<file path="src/rtl/sudoku_scoreboard_pkg.sv">
// Shared types and helpers for the sudoku solver scoreboard.
// Holds the run-state encoding, default widths and a width-aware saturating increment.
package sudoku_scoreboard_pkg;

    typedef enum logic [1:0] {
        IDLE  = 2'd0,
        RUN   = 2'd1,
        DRAIN = 2'd2,
        DONE  = 2'd3
    } state_t;

    localparam int DEF_NUM_PUZZLES = 256;
    localparam int DEF_IDX_W       = 8;
    localparam int DEF_CNT_W       = 10;
    localparam int DEF_CYC_W       = 32;
    localparam int DEF_TIMEOUT     = 0;
    localparam int DEF_MATCH_LAT   = 1;

    // Widest value sat_inc can handle; callers cast down to their own width.
    localparam int SAT_W = 64;

    function automatic logic [SAT_W-1:0] sat_inc(input logic [SAT_W-1:0] v, input int w);
        logic [SAT_W-1:0] ones;
        ones = (w >= SAT_W) ? '1 : ((SAT_W'(1) << w) - SAT_W'(1));
        return (v == ones) ? v : v + SAT_W'(1);
    endfunction

endpackage

</file>
<file path="src/rtl/sudoku_scoreboard_sat_counter.sv">
// Saturating up-counter with synchronous clear; clear wins over increment.
// Used for the result tallies, the run cycle count and the per-puzzle latency.
module sat_counter
    import sudoku_scoreboard_pkg::*;
#(
    parameter int W = 8
) (
    input  logic         clk,
    input  logic         rst,
    input  logic         inc,
    input  logic         clr,
    output logic [W-1:0] q
);

    always_ff @(posedge clk or posedge rst) begin
        if (rst)
            q <= '0;
        else if (clr)
            q <= '0;
        else if (inc)
            q <= W'(sat_inc(SAT_W'(q), W));
    end

endmodule

</file>
<file path="src/rtl/sudoku_scoreboard.sv">
// Sequences puzzles from the bank to the solver, times each solve and scores the
// outcome as correct, wrong, gave-up or timed-out; stops after NUM_PUZZLES.
module sudoku_scoreboard
    import sudoku_scoreboard_pkg::*;
#(
    parameter int NUM_PUZZLES = DEF_NUM_PUZZLES,
    parameter int IDX_W       = DEF_IDX_W,
    parameter int CNT_W       = DEF_CNT_W,
    parameter int CYC_W       = DEF_CYC_W,
    parameter int TIMEOUT     = DEF_TIMEOUT,
    parameter int MATCH_LAT   = DEF_MATCH_LAT
) (
    input  logic             clk,
    input  logic             rst,
    input  logic             start,
    input  logic             solver_oe,
    input  logic             next_puzzle,
    input  logic             solution,
    input  logic             give_up,
    output logic             solver_abort,
    output logic             solver_hold,
    output logic [IDX_W-1:0] bank_index,
    output logic             bank_drive,
    input  logic             bank_match,
    output logic [CNT_W-1:0] num_correct,
    output logic [CNT_W-1:0] num_wrong,
    output logic [CNT_W-1:0] num_gave_up,
    output logic [CNT_W-1:0] num_timeout,
    output logic [CYC_W-1:0] cycles,
    output logic [CYC_W-1:0] max_latency,
    output logic             busy,
    output logic             done
);

    // Issue/result counts need one bit more than the index to reach 2^IDX_W.
    localparam int               RC_W    = IDX_W + 1;
    localparam logic [RC_W-1:0]  LAST    = RC_W'(NUM_PUZZLES);
    localparam logic [CYC_W-1:0] TO_LAST = (TIMEOUT > 0) ? CYC_W'(TIMEOUT - 1) : '0;
    localparam int               NRES    = 4;

    state_t               state;
    logic [IDX_W-1:0]     show_index;
    logic [IDX_W-1:0]     check_index;
    logic [RC_W-1:0]      issued;
    logic [RC_W-1:0]      issued_nxt;
    logic [RC_W-1:0]      results;
    logic [RC_W-1:0]      results_nxt;
    logic                 outstanding;
    logic                 started;
    logic [MATCH_LAT-1:0] vld_pipe;
    logic [MATCH_LAT-1:0] vld_pipe_nxt;
    logic [CYC_W-1:0]     latency;
    logic [CYC_W-1:0]     lat_plus;

    logic active;
    logic start_acc;
    logic issue;
    logic sol_res;
    logic gu_res;
    logic to_hit;
    logic result;
    logic score;
    logic res_done;

    logic [NRES-1:0]            res_inc;
    logic [NRES-1:0][CNT_W-1:0] res_q;

    always_comb begin
        active       = (state == RUN) || (state == DRAIN);
        start_acc    = start && ((state == IDLE) || (state == DONE));
        issue        = (state == RUN) && next_puzzle;
        // Results only count against an open puzzle; solution shadows give_up.
        sol_res      = active && outstanding && solution;
        gu_res       = active && outstanding && give_up && !solution;
        to_hit       = (TIMEOUT > 0) && active && outstanding && !solution && !give_up
                       && (latency == TO_LAST);
        result       = sol_res || gu_res || to_hit;
        score        = vld_pipe[MATCH_LAT-1];
        vld_pipe_nxt = (vld_pipe << 1) | MATCH_LAT'(sol_res);
        issued_nxt   = issue  ? RC_W'(sat_inc(SAT_W'(issued), RC_W))  : issued;
        results_nxt  = result ? RC_W'(sat_inc(SAT_W'(results), RC_W)) : results;
        // Finish on the edge that scores the last token, not one cycle later.
        res_done     = (results_nxt == LAST) && (vld_pipe_nxt == '0);
        lat_plus     = CYC_W'(sat_inc(SAT_W'(latency), CYC_W));
    end

    assign solver_abort = to_hit;
    assign bank_index   = solver_oe ? check_index : show_index;
    assign bank_drive   = !solver_oe;

    always_ff @(posedge clk or posedge rst) begin
        if (rst) begin
            show_index  <= '0;
            check_index <= '0;
            issued      <= '0;
            results     <= '0;
            outstanding <= 1'b0;
            started     <= 1'b0;
            vld_pipe    <= '0;
            max_latency <= '0;
        end else if (start_acc) begin
            show_index  <= '0;
            check_index <= '0;
            issued      <= '0;
            results     <= '0;
            outstanding <= 1'b0;
            started     <= 1'b0;
            vld_pipe    <= '0;
            max_latency <= '0;
        end else begin
            vld_pipe <= vld_pipe_nxt;
            issued   <= issued_nxt;
            results  <= results_nxt;
            if (issue)
                show_index <= IDX_W'(sat_inc(SAT_W'(show_index), IDX_W));
            if (result) begin
                check_index <= IDX_W'(sat_inc(SAT_W'(check_index), IDX_W));
                if (lat_plus > max_latency)
                    max_latency <= lat_plus;
            end
            // A new puzzle opening in the same cycle as a result keeps it open.
            if (issue)
                outstanding <= 1'b1;
            else if (result)
                outstanding <= 1'b0;
            if (active && (next_puzzle || solution))
                started <= 1'b1;
        end
    end

    always_ff @(posedge clk or posedge rst) begin
        if (rst) begin
            state       <= IDLE;
            busy        <= 1'b0;
            done        <= 1'b0;
            solver_hold <= 1'b0;
        end else begin
            case (state)
                IDLE: begin
                    if (start) begin
                        state <= RUN;
                        busy  <= 1'b1;
                    end
                end
                RUN: begin
                    if (issue && (issued_nxt == LAST)) begin
                        state       <= DRAIN;
                        solver_hold <= 1'b1;
                    end
                end
                DRAIN: begin
                    if (res_done) begin
                        state <= DONE;
                        busy  <= 1'b0;
                        done  <= 1'b1;
                    end
                end
                DONE: begin
                    if (start) begin
                        state       <= RUN;
                        busy        <= 1'b1;
                        done        <= 1'b0;
                        solver_hold <= 1'b0;
                    end
                end
                default: state <= IDLE;
            endcase
        end
    end

    assign res_inc = {to_hit, gu_res, score && !bank_match, score && bank_match};

    for (genvar i = 0; i < NRES; i++) begin : g_res
        sat_counter #(.W(CNT_W)) u_cnt (
            .clk (clk),
            .rst (rst),
            .inc (res_inc[i]),
            .clr (start_acc),
            .q   (res_q[i])
        );
    end

    assign num_correct = res_q[0];
    assign num_wrong   = res_q[1];
    assign num_gave_up = res_q[2];
    assign num_timeout = res_q[3];

    sat_counter #(.W(CYC_W)) u_cycles (
        .clk (clk),
        .rst (rst),
        .inc (active && started),
        .clr (start_acc),
        .q   (cycles)
    );

    sat_counter #(.W(CYC_W)) u_latency (
        .clk (clk),
        .rst (rst),
        .inc (outstanding),
        .clr (start_acc || issue),
        .q   (latency)
    );

endmodule

</file>
<file path="config.mk">
export PLATFORM = sky130hd
export DESIGN_NAME = sudoku_scoreboard
export DESIGN_NICKNAME = d
export VERILOG_FILES = /design/src/rtl/sudoku_scoreboard_pkg.sv /design/src/rtl/sudoku_scoreboard_sat_counter.sv /design/src/rtl/sudoku_scoreboard.sv
export SDC_FILE = /design/constraint.sdc
export NUM_CORES = 1
export LEC_CHECK = 0
export ABC_CLOCK_PERIOD_IN_PS = 4700
export CORE_ASPECT_RATIO = 1.75
export CORE_MARGIN = 3
export CORE_UTILIZATION = 49
export CTS_CLUSTER_DIAMETER = 80
export DETAILED_ROUTE_END_ITERATION = 12
export GPL_ROUTABILITY_DRIVEN = 0
export PLACE_DENSITY_LB_ADDON = 0.12
export SLEW_MARGIN = 0
export SYNTH_ARGS = -nofsm -noshare
export SYNTH_HDL_FRONTEND = slang
export SYNTH_HIERARCHICAL = 1
export SYNTH_SLANG_ARGS = --single-unit
</file>
<file path="constraint.sdc">
create_clock -name clk -period 4.7 [get_ports clk]
set_input_delay 0.94 -clock clk [delete_from_list [all_inputs] [get_ports clk]]
set_output_delay 0.94 -clock clk [all_outputs]
set_load 0.02 [all_outputs]
</file>
; After elaboration in Yosys (flattened, before gate mapping)
; Index checks and enable logic that the tools add are counted.
[word_totals]
output_inout_bits = 117
reg_bits = 168
elab_cells = 147
input_bits = 8
[classes]
reduce_logical = 46
bitwise = 1
n_eq_ne = 24
n_lt_le_gt_ge = 1
addsub = 9
muxes = 49
[op_table]
columns = cell, n
row1 = 32-bit two-way mux, 9
row2 = 10-bit two-way mux, 9
row3 = "32-bit by 1-bit adder with 32-bit output, second input constant", 2
row4 = "32-bit equality test, second input constant", 2
row5 = 8-bit two-way mux, 7
row6 = 9-bit two-way mux, 6
row7 = "9-bit equality test, second input constant", 4
row8 = 32-bit greater-than comparator, 1
row9 = "10-bit by 1-bit adder with 10-bit output, second input constant", 3
row10 = "10-bit equality test, second input constant", 3
row11 = 2-bit nonzero test, 12
row12 = "9-bit by 1-bit adder with 9-bit output, second input constant", 2
row13 = "8-bit by 1-bit adder with 8-bit output, second input constant", 2
row14 = "8-bit equality test, second input constant", 2
row15 = "2-bit inequality test, second input constant", 8
row16 = 2-bit AND reduction, 7
row17 = 1-bit logical AND, 12
row18 = 3-bit AND reduction, 4
row19 = 1-bit two-way mux, 11
row20 = 2-bit two-way mux, 3
row21 = 1-bit one-hot mux with 2 select lines, 3
row22 = 2-bit one-hot mux with 3 select lines, 1
row23 = 1-bit logical OR, 5
row24 = "2-bit equality test, second input constant", 2
row25 = 7 further kinds, 10

; Logic depth before layout (Yosys ltp)
; Gate-level depths: netlist (run 1).
[logic_depth]
depth_word = 11
depth_mapped = 19
mapped_depth_nobuf = 16

; By module
; The synthesis (run 1) kept the hierarchy.
[modules_own_cells]
columns = module, cells_per_inst, seq_area_each_um2, area_per_inst_um2, n_inst
row1 = sudoku_scoreboard, 574, 1851.8, 5158.7, 1
row2 = sat_counter at u_cycles ..., 206, 800.8, 1863.0, 2
row3 = sat_counter at g_res[0].u_cnt ..., 64, 250.2, 634.4, 4

; Worst setup path before layout (run 1)
; OpenSTA, ideal clock, no wires.
[synth_path]
kind = reg2reg
from = reg u_latency.q[4]
to = reg max_latency[14]
path_buffers = 2
setup_ns = 0.125
synth_period_minus_slack_ns = 3.635
path_stages_with_launch = 17
setup_slack_ns = 1.065
arrival_ns = 3.510
t_required_ns = 4.575
cell_sequence = dfrtp_1 > and4_4 > nand3_4 > or4_4 > a21oi_4 > nor3b_2 > xor2_1 > ha_1 > nand3_1 > nor2_1 > and4_1 > o211ai_1 > nand4_1 > and2_1 > clkbuf_1 > buf_2 > mux2_2
[synth_via]
elab_chain_cells = 5
elab_cells_between_ends = 9
classes_between = add/sub (1) / order compare (1) / eq/ne (1) / mux (4) / reduce/logical (2)
[synth_rtl]
columns = element, line_no
row1 = "start, declared", sudoku_scoreboard_sat_counter.sv:12  ; output logic [W-1:0] q
row2 = "start signal, assigned", sudoku_scoreboard_sat_counter.sv:21  ; q <= W'(sat_inc(SAT_W'(q), W));
row3 = 32-bit by 1-bit adder with 32-bit output or 32-bit equality test (tied branches), sudoku_scoreboard_pkg.sv:25  ; return (v == ones) ? v : v + SAT_W'(1);
row4 = 32-bit two-way mux (*), n/a
row5 = 32-bit greater-than comparator or 32-bit two-way mux (tied branches), sudoku_scoreboard.sv:118  ; if (lat_plus > max_latency)
row6 = 2-bit nonzero test (no line) or 32-bit two-way mux (tied branches), n/a
row7 = 2-bit AND reduction (no line) or 32-bit two-way mux (tied branches), n/a
row8 = "end signal, assigned", sudoku_scoreboard.sv:119  ; max_latency <= lat_plus;
row9 = "end, declared", sudoku_scoreboard.sv:30  ; output logic [CYC_W-1:0] max_latency,
; Every way passes the cells marked *; elsewhere a longest branch is shown, timed or not. The select of a mux whose other input is x is not followed.
; A chain may end at the register's enable or synchronous reset.

; Final worst setup path (run 1)
[layout_path]
from = reg u_latency.q[17]
to = reg max_latency[6]
; The elaborated chain is that of the path after synthesis.

==> results of run 1 <==
-- power by group through the flow --
stage                     clock (mW)  sequential (mW)  combinational (mW)
after detailed placement           0             1.85                1.55
after floorplan                    0             1.87               0.980
after global placement             0             1.85                1.53
final                           1.54             1.82                1.56
after CTS                       1.58             1.82                1.56
after global routing            1.64             1.84                1.72
-- flip-flops by register name, summed over array words and instances (netlist names) --
register       count
busy               1
check_index        8
u_cycles/q        32
results            9
score              1
issued             9
g_res.u_cnt/q     40
solver_hold        1
state              2
done               1
u_latency/q       32
outstanding        1
show_index         8
max_latency       32
started            1
-- layout make-up --
| cell class | instances | area [um2] | area share, % |
|---|---|---|---|
| clock buffer | 18 | 429 | 3.16 |
| clock inverter | 14 | 200 | 1.47 |
| inverter | 75 | 285 | 2.10 |
| multi-input combinational | 946 | 6480 | 47.8 |
| sequential | 178 | 4450 | 32.8 |
| tap | 300 | 375 | 2.77 |
| timing repair buffer | 135 | 1350 | 9.92 |
-- worst max-delay path by stage --
stage / start / end / slack [ns]
floorplan: u_latency/q[4] / max_latency[14] / 1.06
finish: u_latency/q[17] / max_latency[6] / 0.26
global placement: u_latency/q[4] / max_latency[31] / 0.31
detailed placement: u_latency/q[4] / max_latency[31] / 0.27
CTS: u_latency/q[17] / max_latency[2] / 0.23
global route: u_latency/q[11] / max_latency[9] / 0.003
-- critical path, stage by stage, from the launching register on --
cell	delay, ns
dfrtp_1	0.53
nand3_1	0.22
nor4_4	0.42
and2_1	0.29
and2b_1	0.30
nand2_1	0.13
nor2_1	0.06
xnor2_1	0.35
ha_1	0.21
nand3_1	0.10
nor2_1	0.09
and4_1	0.39
o211ai_1	0.23
nand4_1	0.21
and2_1	0.22
buf_12	0.21
mux2_2	0.35
-- stage by stage --
| step | utilization, % | hold WS (ns) |
|---|---|---|
| 2_1_floorplan | - | 0.493 |
| 3_3_place_gp | 56.6 | 0.525 |
| 3_5_place_dp | 56.6 | 0.530 |
| 4_1_cts | 59.4 | 0.546 |
| 5_1_grt | 59.4 | 0.573 |
| 6_report | 59.4 | 0.532 |
-- synthesized netlist by cell type (10+ instances only) --
cell / n / area, um2
xnor2_1: 36 / 315
or3_1: 22 / 138
nand3_1: 56 / 280
inv_1: 74 / 278
nand4_1: 54 / 338
buf_2: 14 / 70.1
a21oi_1: 63 / 315
dfrtp_1: 178 / 4450
mux2_2: 39 / 439
nor2b_1: 19 / 119
clkbuf_1: 26 / 97.6
and2_1: 10 / 62.6
nand2_1: 84 / 315
a22o_1: 10 / 87.6
nor2_1: 117 / 439
xor2_1: 30 / 263
o211ai_1: 26 / 195
and3_1: 44 / 275
a31oi_1: 15 / 93.8
o21ai_0: 33 / 165
or4_1: 25 / 188
nor3_1: 28 / 140
nor4_1: 13 / 81.3
o2111ai_1: 16 / 140
ha_1: 47 / 588
-- cells by family after synthesis --
logic type / after synthesis / share of synthesized area, %
XOR/XNOR: 66 / 5.06
adder cells (fa/ha/maj): 47 / 5.15
AND/OR/NAND/NOR: 536 / 26.6
multiplexers: 50 / 4.84
buffers and inverters: 122 / 4.46
AO/OA/AOI/OAI: 242 / 14.9
flip-flops: 178 / 39.0
other: 1 / 0.0328
-- repair_timing --
action / CTS / global route
resized for setup: 0 / 1
endpoints found under the hold margin: 0 / 0
endpoints found under the setup margin: 0 / 28
-- metal layers --
metal / wire length [um] / share of wire (%)
met2: 16400 / 54
met5: 0 / 0
met1: 11500 / 38
met4: 1350 / 4.5
met3: 993 / 3.3
==> results.yml, run 1 <==
clocking:
  clockBufferDepth: 2
  hold_buffers: 0
  path_clk_slew_ns: 0.07
  ctsHtreeMaxLevel: 4
  cts.sinks: 178
  cts_tree: "yes"
  ctsRootBufferMaster: "clkbuf_16"
  insertion_delay_ns: 0.44
  post-cts-setup-buffer-count: 0
  cts_buffers: 17
grt:
  met2_usage_pct: 44.7
  grtUsageTotal_pct: 24.4
  globalRouteMet3Util_pct: 3.32
  grt_max_degree: 54
  grt_pass1_wl_mm: 50.3
  grt_overflow: 0
  busiest_layer: "met2"
  grt_use_met1_pct: 27.2
  antenna_found_initial: 0
  grt_pass1_vias: 9971
min_path:
  hold_path.class: "reg2reg"
  holdPathEnd: "busy"
  worstHoldStart: "busy"
  hold_path_depth: 2
sta:
  setup_ws_ns: 0.264
  final-hold-violation-count: 0
  max-slew-margin-rel_pct: 42.7
  fmaxAchievable_mhz: 225
  tightest_slew_ns: 0.858
  min_period_ns: 4.44
  rsz0062_at_grt: "false"
  setup_tns_ns: 0
  setup-violations-final: 0
  finalCritPeriodShare_pct: 94.4
  skew_ns: 0.0103
  drv_slew: 0
critical_path:
  r2r-end: "max_latency[6]"
  cp_data_arrival_time_ns: 4.75
  r2r-start: "u_latency/q[17]"
  crit_path_start_kind: "register"
  cp_data_required_time_ns: 5.02
  ff2ff_path_depth: 16
  r2r_slack_ns: 0.26
  critPathCaptureType: "register"
  critPathMaxFanout: 24
  worst-setup-path-type: "reg2reg"
synthesis:
  async_flop_share_pct: 100
  synthCells: 1242
  ys.flop_type: "dfrtp_1"
  yosys_warnings: 6
  ys_seq_area_share_pct: 39.0
  ys_types: 73
  syn-cell-area_um2: 11400
  synth_edf_count: 0
  synth-seq-cells: 178
  syn_avg_cell_area_um2: 9.20
finish:
  fin_nets: 1408
  area_growth_pct: 18.8
  drive_above_1_share_pct: 9.96
  final_cell_mix: "dfrtp_1 (178), clkdlybuf4s50_1 (123), nor2_1 (117), nand2_1 (84), inv_1 (73)"
  final_common_cell: "dfrtp_1"
  fillers: 2024
  fin_area_um2: 13600
  n_antenna_cell: 0
  final_cells: 1666
power:
  pwr-share-clk_pct: 31.4
  p_sw_share_pct: 37.0
  pwr-share-seq_pct: 37.0
  p_switching_mw: 1.82
  total_power_mw: 4.92
  p_comb_share_pct: 31.7
  vdd_drop_max_v: 0.000240
  pwr_density_cell_nw_per_um2: 362
  leakage_nw: 5.77
  p_int_mw: 3.10
place:
  postPlaceCellArea_um2: 12900
  port_buffers: 123
  dp_slack_ns: 0.272
  dp_hpwl_mm: 22.3
  dp_cells: 1634
outcome:
  outcome: "complete, no violations"
floorplanning:
  core_area_um2: 22800
  start_util_pct: 50.0
  die_h_um: 208
  ios: 125
  die_area_um2: 25300
  rows: 73
  die_w_um: 121
detailed_routing:
  initialDrtViolationCount: 583
  wire_per_inst_um: 18.1
  antenna_left: 0
  drcViolationCount: 0
  drt_pass1_iterations: 5
  viasPerCell: 6.00
  num_vias: 9992
  wl_mm: 30.2
job:
  maxCapViolCount: 0
(Power assumes the default switching activity.)
==> run 2: changes to the inputs <==
==> constraint.sdc (replaced) <==
create_clock -name clk -period 4.7 [get_ports clk]
set_input_delay 0.94 -clock clk [delete_from_list [all_inputs] [get_ports clk]]
set_output_delay 0.94 -clock clk [all_outputs]
set_load 0.1 [all_outputs]
==> results.yml, run 2 (synthesis gave the netlist of run 1 again) <==
clocking:
  cts_buffers: 17
  post-cts-setup-buffer-count: 0
  insertion_delay_ns: 0.44
  path_clk_slew_ns: 0.07
  ctsRootBufferMaster: "clkbuf_16"
  ctsHtreeMaxLevel: 4
  cts.sinks: 178
  hold_buffers: 0
  clockBufferDepth: 2
  cts_tree: "yes"
finish:
  largest_register_ffs: 40
  area_growth_pct: 18.6
  final_common_cell: "dfrtp_1"
  drive_above_1_share_pct: 10.8
  largest_register: "g_res.u_cnt/q"
  final_cell_mix: "dfrtp_1 (178), nor2_1 (117), clkdlybuf4s50_1 (114), nand2_1 (84), inv_1 (73)"
  fin_nets: 1409
  fillers: 2036
  post-route-util_pct: 59.3
  n_antenna_cell: 0
detailed_routing:
  initialDrtViolationCount: 580
  drt_pass1_iterations: 5
  viasPerCell: 5.98
  wl_mm: 29.9
  num_vias: 9973
  drcViolationCount: 0
  wire_per_inst_um: 17.9
  antenna_left: 0
floorplanning:
  start_util_pct: 50.0
  rows: 73
  die_area_um2: 25300
  die_w_um: 121
  ios: 125
  die_h_um: 208
  core_area_um2: 22800
grt:
  grt_pass1_wl_mm: 50.6
  antenna_found_initial: 0
  grt_overflow: 0
  grt_pass1_vias: 10100
  grtUsageTotal_pct: 24.3
  grt_max_degree: 57
place:
  dp_slack_ns: 0.239
  dp_hpwl_mm: 22.0
  port_buffers: 123
sta:
  drv_slew: 0
  setup_ws_ns: 0.195
  max-slew-margin-rel_pct: 30.9
  skew_ns: 0.0123
  final-hold-violation-count: 0
  finalCritPeriodShare_pct: 95.8
  min_period_ns: 4.50
  tightest_slew_ns: 1.03
  setup-violations-final: 0
  holdWs_ns: 0.545
  fmaxAchievable_mhz: 222
critical_path:
  cp_data_arrival_time_ns: 4.83
  slowest_delay_ns: 0.51
  ff2ff_path_depth: 17
  worst-setup-path-type: "reg2reg"
  r2r_slack_ns: 0.20
  slowest_stage: "dfrtp_1"
  path_buf_inv: 1
  path_cells: "nand3_1, nor4_2, and2_1, and2b_1, nand2_1, nor2_1, xnor2_1, ha_1, nand3_1, o22ai_1, nor2_1, o21ai_0, a21oi_1, nand4_1, and2_1, buf_4, mux2_1"
  crit_path_start_kind: "register"
  critPathMaxFanout: 24
  path_delay_family: "simple AND/OR/NAND/NOR gates"
  cp_data_required_time_ns: 5.03
  r2r-start: "u_latency/q[17]"
  r2r-end: "max_latency[25]"
  critPathCaptureType: "register"
job:
  maxCapViolCount: 0
outcome:
  outcome: "complete, no violations"
min_path:
  worstHoldStart: "show_index[0]"
  hold_path.class: "reg2reg"
  hold_path_depth: 1
  holdPathEnd: "show_index[0]"
power:
  pwr-share-clk_pct: 29.0
  pwr_density_cell_nw_per_um2: 392
  p_int_mw: 3.11
  pwr-share-seq_pct: 34.3
  leakage_nw: 5.77
  vdd_drop_max_v: 0.000267
  p_sw_share_pct: 41.5
  p_comb_share_pct: 36.7
  p_switching_mw: 2.21
run 2: repair_timing:
| action | CTS | global route |
|---|---|---|
| endpoints found under the hold margin | 0 | 0 |
| resized for setup | 0 | 1 |
| endpoints found under the setup margin | 0 | 10 |
run 2: final cells by class:
type                    instances  area (um2)  share of cell area, %
clock buffers                  20         457                   3.37
clock inverters                12         179                   1.32
inverters                      75         285                   2.11
multi-input cells             946        6480                   47.8
flip-flops and latches        178        4450                   32.9
well taps                     300         375                   2.77
repair buffers                136        1320                   9.73
run 2: worst max-delay path by stage:
stage	from	endpoint	depth (start not counted)
finish	u_latency/q[17]	max_latency[25]	17
global route	u_latency/q[17]	max_latency[15]	17
CTS	u_latency/q[4]	max_latency[31]	16
global placement	u_latency/q[4]	max_latency[31]	16
detailed placement	u_latency/q[4]	max_latency[31]	16
floorplan	solver_oe	bank_index[1]	2
run 2: power groups by stage:
stage	clock network (mW)	logic (mW)	registers, mW
2_1_floorplan	0	1.04	2.22
3_3_place_gp	0	1.93	1.85
3_5_place_dp	0	1.96	1.85
4_1_cts	1.58	1.96	1.82
5_1_grt	1.64	2.12	1.84
6_report	1.54	1.95	1.82
run 2: per-layer routing:
| layer | up-vias | routed length [um] | global-route usage (%) |
|---|---|---|---|
| li1 | 4799 | - | - |
| met1 | 4885 | 11400 | 27.2 |
| met2 | 228 | 16400 | 44.6 |
| met3 | 61 | 1030 | 3.70 |
| met4 | 0 | 1040 | 10.8 |
| met5 | - | 0 | 0 |
run 2: worst register-to-register path: stages, from the launching register on:
cell     delay, ns
dfrtp_1       0.51
nand3_1       0.20
nor4_2        0.49
and2_1        0.32
and2b_1       0.29
nand2_1       0.12
nor2_1        0.06
xnor2_1       0.31
ha_1          0.32
nand3_1       0.11
o22ai_1       0.09
nor2_1        0.11
o21ai_0       0.09
a21oi_1       0.34
nand4_1       0.22
and2_1        0.22
buf_4         0.24
mux2_1        0.34
run 2: through the flow:
step / setup TNS [ns] / power, mW / cells / cell area (um2)
floorplan: 0 / 3.26 / 1246 / 11400
global placement: 0 / 3.78 / 1635 / 12900
detailed placement: 0 / 3.81 / 1635 / 12900
CTS: 0 / 5.36 / 1667 / 13500
global route: -0.000622 / 5.60 / 1667 / 13500
finish: 0 / 5.32 / 1667 / 13500
==> run 3: changes to the inputs <==
--- a/config.mk
+++ b/config.mk
@@ -12,6 +12,7 @@
 export CTS_CLUSTER_DIAMETER = 80
 export DETAILED_ROUTE_END_ITERATION = 12
 export GPL_ROUTABILITY_DRIVEN = 0
+export HOLD_SLACK_MARGIN = 0.08
 export PLACE_DENSITY_LB_ADDON = 0.12
 export SLEW_MARGIN = 0
 export SYNTH_ARGS = -nofsm -noshare
==> results of run 3 <==
No change in the layout: final DEF, timing and power equal those of run 2.
